### config.mk
export PLATFORM = sky130hd
export DESIGN_NAME = mpsoc_apb_gpio_irq
export DESIGN_NICKNAME = d
export VERILOG_FILES = /design/src/rtl/mpsoc_apb_gpio_irq.sv
export SDC_FILE = /design/constraint.sdc
export NUM_CORES = 1
export LEC_CHECK = 0
export CORE_UTILIZATION = 55
export DETAILED_ROUTE_END_ITERATION = 10
export PLACE_DENSITY_LB_ADDON = 0.3
export SLEW_MARGIN = 20
export SYNTH_ARGS = -nofsm -noshare
export SYNTH_HDL_FRONTEND = slang
export SYNTH_SLANG_ARGS = --single-unit
### constraint.sdc
create_clock -name PCLK -period 4.7 [get_ports PCLK]
set_input_delay 1.41 -clock PCLK [delete_from_list [all_inputs] [get_ports PCLK]]
set_output_delay 1.41 -clock PCLK [all_outputs]
set_load 0.02 [all_outputs]
### src/rtl/mpsoc_apb_gpio_irq.sv
// APB GPIO slave with per-pin direction, atomic set/clear of the outputs, an input synchroniser,
// and per-pin level/edge interrupt detection that feeds a sticky W1C status register and one irq line.
module mpsoc_apb_gpio_irq #(
    parameter int PADDR_SIZE = 10,
    parameter int PDATA_SIZE = 8,
    parameter int SYNC_DEPTH = 3
) (
    input  logic                    PCLK,
    input  logic                    PRESET,
    input  logic                    PSEL,
    input  logic                    PENABLE,
    input  logic                    PWRITE,
    input  logic [PDATA_SIZE/8-1:0] PSTRB,
    input  logic [PADDR_SIZE-1:0]   PADDR,
    input  logic [PDATA_SIZE-1:0]   PWDATA,
    output logic [PDATA_SIZE-1:0]   PRDATA,
    output logic                    PREADY,
    output logic                    PSLVERR,
    input  logic [PDATA_SIZE-1:0]   gpio_i,
    output logic [PDATA_SIZE-1:0]   gpio_o,
    output logic [PDATA_SIZE-1:0]   gpio_oe,
    output logic                    irq_o
);

    localparam int NBYTES = PDATA_SIZE / 8;

    localparam logic [3:0] OFF_DIR      = 4'd0;
    localparam logic [3:0] OFF_OUT      = 4'd1;
    localparam logic [3:0] OFF_IN       = 4'd2;
    localparam logic [3:0] OFF_IRQ_EN   = 4'd3;
    localparam logic [3:0] OFF_IRQ_TYPE = 4'd4;
    localparam logic [3:0] OFF_IRQ_POL  = 4'd5;
    localparam logic [3:0] OFF_IRQ_BOTH = 4'd6;
    localparam logic [3:0] OFF_STAT     = 4'd7;
    localparam logic [3:0] OFF_OUT_SET  = 4'd8;
    localparam logic [3:0] OFF_OUT_CLR  = 4'd9;

    // Expand the byte strobes into a per-bit write mask.
    function automatic logic [PDATA_SIZE-1:0] strb_mask(input logic [NBYTES-1:0] strb);
        logic [PDATA_SIZE-1:0] m;
        m = '0;
        for (int b = 0; b < NBYTES; b++) begin
            m[b*8 +: 8] = {8{strb[b]}};
        end
        return m;
    endfunction

    // Replace only the strobed byte lanes of a register.
    function automatic logic [PDATA_SIZE-1:0] lane_merge(
        input logic [PDATA_SIZE-1:0] cur,
        input logic [PDATA_SIZE-1:0] wdata,
        input logic [PDATA_SIZE-1:0] mask
    );
        return (cur & ~mask) | (wdata & mask);
    endfunction

    logic [PDATA_SIZE-1:0] dir_r;
    logic [PDATA_SIZE-1:0] out_r;
    logic [PDATA_SIZE-1:0] en_r;
    logic [PDATA_SIZE-1:0] type_r;
    logic [PDATA_SIZE-1:0] pol_r;
    logic [PDATA_SIZE-1:0] both_r;
    logic [PDATA_SIZE-1:0] stat_r;
    logic [PDATA_SIZE-1:0] prev_r;
    logic [PDATA_SIZE-1:0] sync_r [SYNC_DEPTH];
    logic                  irq_r;

    logic [3:0]            offset_s;
    logic                  addr_ok_s;
    logic                  wr_en_s;
    logic [PDATA_SIZE-1:0] mask_s;
    logic [PDATA_SIZE-1:0] wbits_s;
    logic [PDATA_SIZE-1:0] sync_s;
    logic [PDATA_SIZE-1:0] det_s;
    logic [PDATA_SIZE-1:0] stat_clr_s;
    logic [PDATA_SIZE-1:0] stat_next_s;

    // Only PADDR[5:2] is decoded; upper address bits alias.
    generate
        if (PADDR_SIZE > 6) begin : g_addr_hi
            logic unused_addr_hi_s;
            assign unused_addr_hi_s = ^PADDR[PADDR_SIZE-1:6];
        end
    endgenerate

    assign offset_s  = PADDR[5:2];
    assign addr_ok_s = (offset_s <= OFF_OUT_CLR) && (PADDR[1:0] == 2'b00);
    assign wr_en_s   = PSEL & PENABLE & PWRITE & addr_ok_s;
    assign mask_s    = strb_mask(PSTRB);
    assign wbits_s   = PWDATA & mask_s;
    assign sync_s    = sync_r[SYNC_DEPTH-1];

    assign PREADY  = 1'b1;
    assign PSLVERR = PSEL & PENABLE & ~addr_ok_s;
    assign gpio_o  = out_r;
    assign gpio_oe = dir_r;
    assign irq_o   = irq_r;

    // Per-pin detection: level compares against POL, edge mode uses the sync/prev pair.
    always_comb begin
        det_s = '0;
        for (int i = 0; i < PDATA_SIZE; i++) begin
            if (type_r[i]) begin
                if (both_r[i]) begin
                    det_s[i] = sync_s[i] ^ prev_r[i];
                end else if (pol_r[i]) begin
                    det_s[i] = sync_s[i] & ~prev_r[i];
                end else begin
                    det_s[i] = ~sync_s[i] & prev_r[i];
                end
            end else begin
                det_s[i] = ~(sync_s[i] ^ pol_r[i]);
            end
        end
    end

    // Status update: W1C clear first, then new events OR in so a coincident set wins.
    always_comb begin
        stat_clr_s = '0;
        if (wr_en_s && (offset_s == OFF_STAT)) begin
            stat_clr_s = wbits_s;
        end else begin
            stat_clr_s = '0;
        end
        stat_next_s = (stat_r & ~stat_clr_s) | (det_s & en_r);
    end

    // Read mux, combinational while selected; unmapped or misaligned addresses read zero.
    always_comb begin
        PRDATA = '0;
        if (PSEL && addr_ok_s) begin
            case (offset_s)
                OFF_DIR:      PRDATA = dir_r;
                OFF_OUT:      PRDATA = out_r;
                OFF_IN:       PRDATA = sync_s;
                OFF_IRQ_EN:   PRDATA = en_r;
                OFF_IRQ_TYPE: PRDATA = type_r;
                OFF_IRQ_POL:  PRDATA = pol_r;
                OFF_IRQ_BOTH: PRDATA = both_r;
                OFF_STAT:     PRDATA = stat_r;
                default:      PRDATA = '0;
            endcase
        end else begin
            PRDATA = '0;
        end
    end

    // Input synchroniser chain plus one-cycle history of its last stage.
    always_ff @(posedge PCLK or posedge PRESET) begin
        if (PRESET) begin
            for (int k = 0; k < SYNC_DEPTH; k++) begin
                sync_r[k] <= '0;
            end
            prev_r <= '0;
        end else begin
            sync_r[0] <= gpio_i;
            for (int k = 1; k < SYNC_DEPTH; k++) begin
                sync_r[k] <= sync_r[k-1];
            end
            prev_r <= sync_s;
        end
    end

    // Register file writes, sticky status and the registered interrupt line.
    always_ff @(posedge PCLK or posedge PRESET) begin
        if (PRESET) begin
            dir_r  <= '0;
            out_r  <= '0;
            en_r   <= '0;
            type_r <= '0;
            pol_r  <= '0;
            both_r <= '0;
            stat_r <= '0;
            irq_r  <= 1'b0;
        end else begin
            if (wr_en_s) begin
                case (offset_s)
                    OFF_DIR:      dir_r  <= lane_merge(dir_r,  PWDATA, mask_s);
                    OFF_OUT:      out_r  <= lane_merge(out_r,  PWDATA, mask_s);
                    OFF_IRQ_EN:   en_r   <= lane_merge(en_r,   PWDATA, mask_s);
                    OFF_IRQ_TYPE: type_r <= lane_merge(type_r, PWDATA, mask_s);
                    OFF_IRQ_POL:  pol_r  <= lane_merge(pol_r,  PWDATA, mask_s);
                    OFF_IRQ_BOTH: both_r <= lane_merge(both_r, PWDATA, mask_s);
                    OFF_OUT_SET:  out_r  <= out_r | wbits_s;
                    OFF_OUT_CLR:  out_r  <= out_r & ~wbits_s;
                    default:      ;
                endcase
            end
            stat_r <= stat_next_s;
            irq_r  <= |(stat_r & en_r);
        end
    end

endmodule

Word level (Yosys, flattened, before mapping)
Index checks and enable logic that the tools add are counted.
{ "totals": {"elab_cells": 146, "register_bits": 89, "input_bits": 32} }
{ "classes": {"n_reduce_logical": 13, "order_cmp": 1, "n_eq_ne": 9, "bitwise": 83, "n_mux": 28} }
{ "ops": {"columns": ["cell", "count"], "rows": [
  ["8-bit AND", 11],
  ["8-bit bitwise OR", 8],
  ["8-bit case mux with 8 select lines", 1],
  ["1-bit inverter", 25],
  ["1-bit 2-to-1 mux", 24],
  ["8-bit inverter", 3],
  ["8-bit case mux with 3 select lines", 1],
  ["1-bit AND", 20],
  ["4-bit by 3-bit equality test with 1-bit output (second input constant)", 4],
  ["8-bit 2-to-1 mux", 2],
  ["1-bit bitwise XOR", 16],
  ["2-bit AND reduction", 6],
  ["4-bit by 2-bit equality test with 1-bit output (second input constant)", 2],
  ["4-bit equality test (second input constant)", 2],
  ["8-bit OR reduction", 1],
  ["4-bit by 1-bit equality test with 1-bit output (second input constant)", 1],
  ["4-bit <= comparator (second input constant)", 1],
  ["4-bit logical NOT", 1],
  ["1-bit logical AND", 3],
  ["3-bit nonzero test", 1],
  ["2-bit logical NOT", 1]
]} }

Depth between registers and ports, before layout
{ "logic_depth": {"depth_word": 8, "depth_mapped": 7, "ltp_nobuf": 6} }

Worst setup path after synthesis
No wires, ideal clock.
{ "synth_timing": {"path_type": "input-to-output", "from": "in PADDR[4]", "to": "out PRDATA[7]", "required_time_ps": 3290, "t_arrival_ps": 2631, "path_stages": 6, "path_slack_ps": 659, "cell_sequence": "buf_2 > buf_4 > nor2_2 > a22oi_1 > o32a_1 > a31oi_1"} }
{ "synth_via": {"elab_chain_cells": 4, "elab_cells_between_ends": 13, "cone_classes": "1 x order compare; 7 x eq/ne; 2 x mux; 3 x reduce/logical"} }
{ "synth_lines": {"columns": ["item", "line_no", "text"], "rows": [
  ["start, declared", "14", "input logic [PADDR_SIZE-1:0] PADDR,"],
  ["4-bit <= comparator", "87", "assign addr_ok_s = (offset_s <= OFF_OUT_CLR) && (PADDR[1:0] == 2'b00);"],
  ["1-bit logical AND", "87", null],
  ["1-bit logical AND", "131", "if (PSEL && addr_ok_s) begin"],
  ["8-bit 2-to-1 mux *", "131", null],
  ["end, declared", "16", "output logic [PDATA_SIZE-1:0] PRDATA,"]
]} }
Every way passes the cells marked *; elsewhere a longest branch is shown, timed or not.

Final worst setup path
{ "layout_timing": {"from": "in PADDR[4]", "to": "out PRDATA[1]"} }
Same word-level chain as after synthesis.

==> results.cfg <==
[timing]
setup_viol = 0
fmax_mhz = 216
setup_tns_ps = 0
hold_violations = 0
relSlewSlack_pct = 43.9
rsz0062_at_grt = no
tightestPinTransition_ps = 841
maxSlewViolCount = 0
fin_ws_ps = 67.3
finClkSkew_ps = 8.51
fin_crit_ps = 4630
finalCritPeriodShare_pct = 98.6

[worst_setup_path]
critPathMaxFanout = 16
end_kind = output pin
critPathArrivalTime_ps = 3220
critPathKind = in -> out
cp-start-kind = primary input
critPathLaunch = PADDR[4]
r2r_cells = 6
worstPathRequired_ps = 3290
reg2reg_from = sync_s[0]$_DFF_PP0_

[min_path]
min_path_cells = 0
hp-class = reg -> reg
min_from = sync_r[18]$_DFF_PP0_

[placed_design]
dp_slack_ps = -270
dp.cells = 547
post_dp_cell_area_um2 = 5270
dp.final_hpwl_mm = 7.08
gp_congestion = 0.848
port_buffers = 53

[routing]
post-route-drc-count = 0
drt_first_pass_iters = 4
vias = 3314
vias_per_cell = 5.90
drtAntennaViolNets = 0
drt_wl_total_mm = 10.2
routedWlPerCell_um = 18.2
drt-initial-drc-count = 176

[pwr]
vdd_drop_max_uv = 146
p_leak_nw = 2.63
power_density_nw_per_um2 = 291

[yosys]
syn_area_um2 = 4390
avgSynthCellArea_um2 = 11.8
synthFlopType = dfrtp_1
netlist-cell-type-count = 46
ys_warn_count = 0
ys_seq_elements = 89
synth_area_leaders = dfrtp_1 51%, mux2_2 14%, ha_1 4.6%
yosysSeqAreaShare_pct = 50.8
async_reset_ff_share_pct = 100
netlist_instances = 372
synth_top_area_share_pct = 50.8
yosysTopAreaCell = dfrtp_1
synth_nets = 420
synth_edf_count = 0

[clock_network]
tritoncts_num_sinks = 89
htreeDepth = 3
cts_root_buf = clkbuf_8
cts_tree = done
clk_pin_slew_ps = 80
worst_skew_pair.late_latency_ps = 360
cts_buffers = 9
cts_buffer_depth = 2

[floorplanning]
boundaryPins = 59
num_rows = 32
coreArea_um2 = 7730
dieArea_um2 = 8340
die_x_um = 91.3
dieHeight_um = 91.3
start_util_pct = 56.8

[status]
outcome = finished clean

[layout]
fillers = 564
mostFrequentLayoutCells = 89 x dfrtp_1, 55 x mux2_2, 44 x clkdlybuf4s50_1, 32 x buf_4
area_growth_pct = 24.4
final_common_cell = dfrtp_1
nNetsFinal = 505
fin_cells = 562
fin_area_um2 = 5460
num_antenna_cells = 0
final_core_util_pct = 70.6
drive_above_1_share_pct = 25.7

[grt]
antenna_found_initial = 0
grt_pass1_wl_mm = 16.2
grt_pass1_vias = 3249
overflow = 0
grt.total_usage_pct = 26.0
grt_start_max_net_pins = 46

[job]
maxCapViolCount = 0
-- path summary, 6_finish.rpt --
check,end,slack (ps)
min,sync_r[10]$_DFF_PP0_,350
max in group asynchronous,prev_r[3]$_DFF_PP0_,2430
max,PRDATA[1],70
min reg2reg,sync_r[10]$_DFF_PP0_,350
max reg2reg,stat_r[0]$_DFF_PP0_,3110
min in group asynchronous,sync_r[8]$_DFF_PP0_,1480
-- worst max-delay path, stage by stage --
cell	delay, ps
clkdlybuf4s50_1	500
buf_12	160
mux2_2	360
a221oi_2	210
o22ai_1	110
nor2b_1	140
dlygate4sd2_1	320
-- layout make-up --
class | instances | area (um2) | area share (%)
repair buffers | 89 | 842 | 15.4
multi-input cells | 241 | 1990 | 36.4
well taps | 102 | 128 | 2.34
clock inverters | 3 | 17.5 | 0.321
clock buffers | 11 | 151 | 2.77
inverters | 27 | 103 | 1.88
flip-flops and latches | 89 | 2230 | 40.8
-- routing by layer --
| metal | wire length, um | vias to the layer above | global-route usage, % |
|---|---|---|---|
| met2 | 4940 | 126 | 41.6 |
| met4 | 225 | 0 | 10.8 |
| li1 | - | 1509 | - |
| met1 | 4490 | 1661 | 34.7 |
| met5 | 0 | - | 0 |
| met3 | 586 | 18 | 5.03 |
-- stage by stage --
step | power [mW] | hold slack, ps
after floorplan | 0.999 | 331
after global placement | 1.11 | 333
after detailed placement | 1.12 | 336
after CTS | 1.59 | 351
after global routing | 1.65 | 357
final | 1.59 | 347
-- repair_timing --
item / CTS / global route
hold buffers: 0 / 0
setup buffers: 0 / 1
setup endpoints to repair: 8 / 4
cloned: 0 / 0
gates resized for setup: 8 / 8
hold endpoints to repair: 0 / 0
-- cells by family (layout without fill, tap and decap cells) --
logic type      Yosys count  after routing  share of synthesized area, %
compound gates           88             88                          13.9
xor+xnor                  9              9                          1.80
fa+ha+maj                16             16                          4.56
buf+inv                  42            130                          4.31
flops                    89             89                          50.8
mux                      60             60                          15.3
other cells               1              1                        0.0855
simple gates             67             67                          9.33
-- synthesized netlist by cell type, types with 9 or more instances --
cell type,count
inv_1,27
o22ai_1,9
ha_1,16
nand3_1,10
buf_2,9
mux2_2,55
a22o_1,14
o21ai_0,16
dfrtp_1,89
a22oi_1,10
xor2_1,9
a21oi_1,14
nand2_1,26
-- power by group --
group | internal [mW] | total, mW | switching [mW] | leakage [nW]
Clock | 0.214 | 0.477 | 0.264 | 0.0871
Combinational | 0.127 | 0.248 | 0.120 | 1.42
Sequential | 0.817 | 0.862 | 0.0447 | 1.12
No activity file was read; power rests on OpenSTA's default activity.
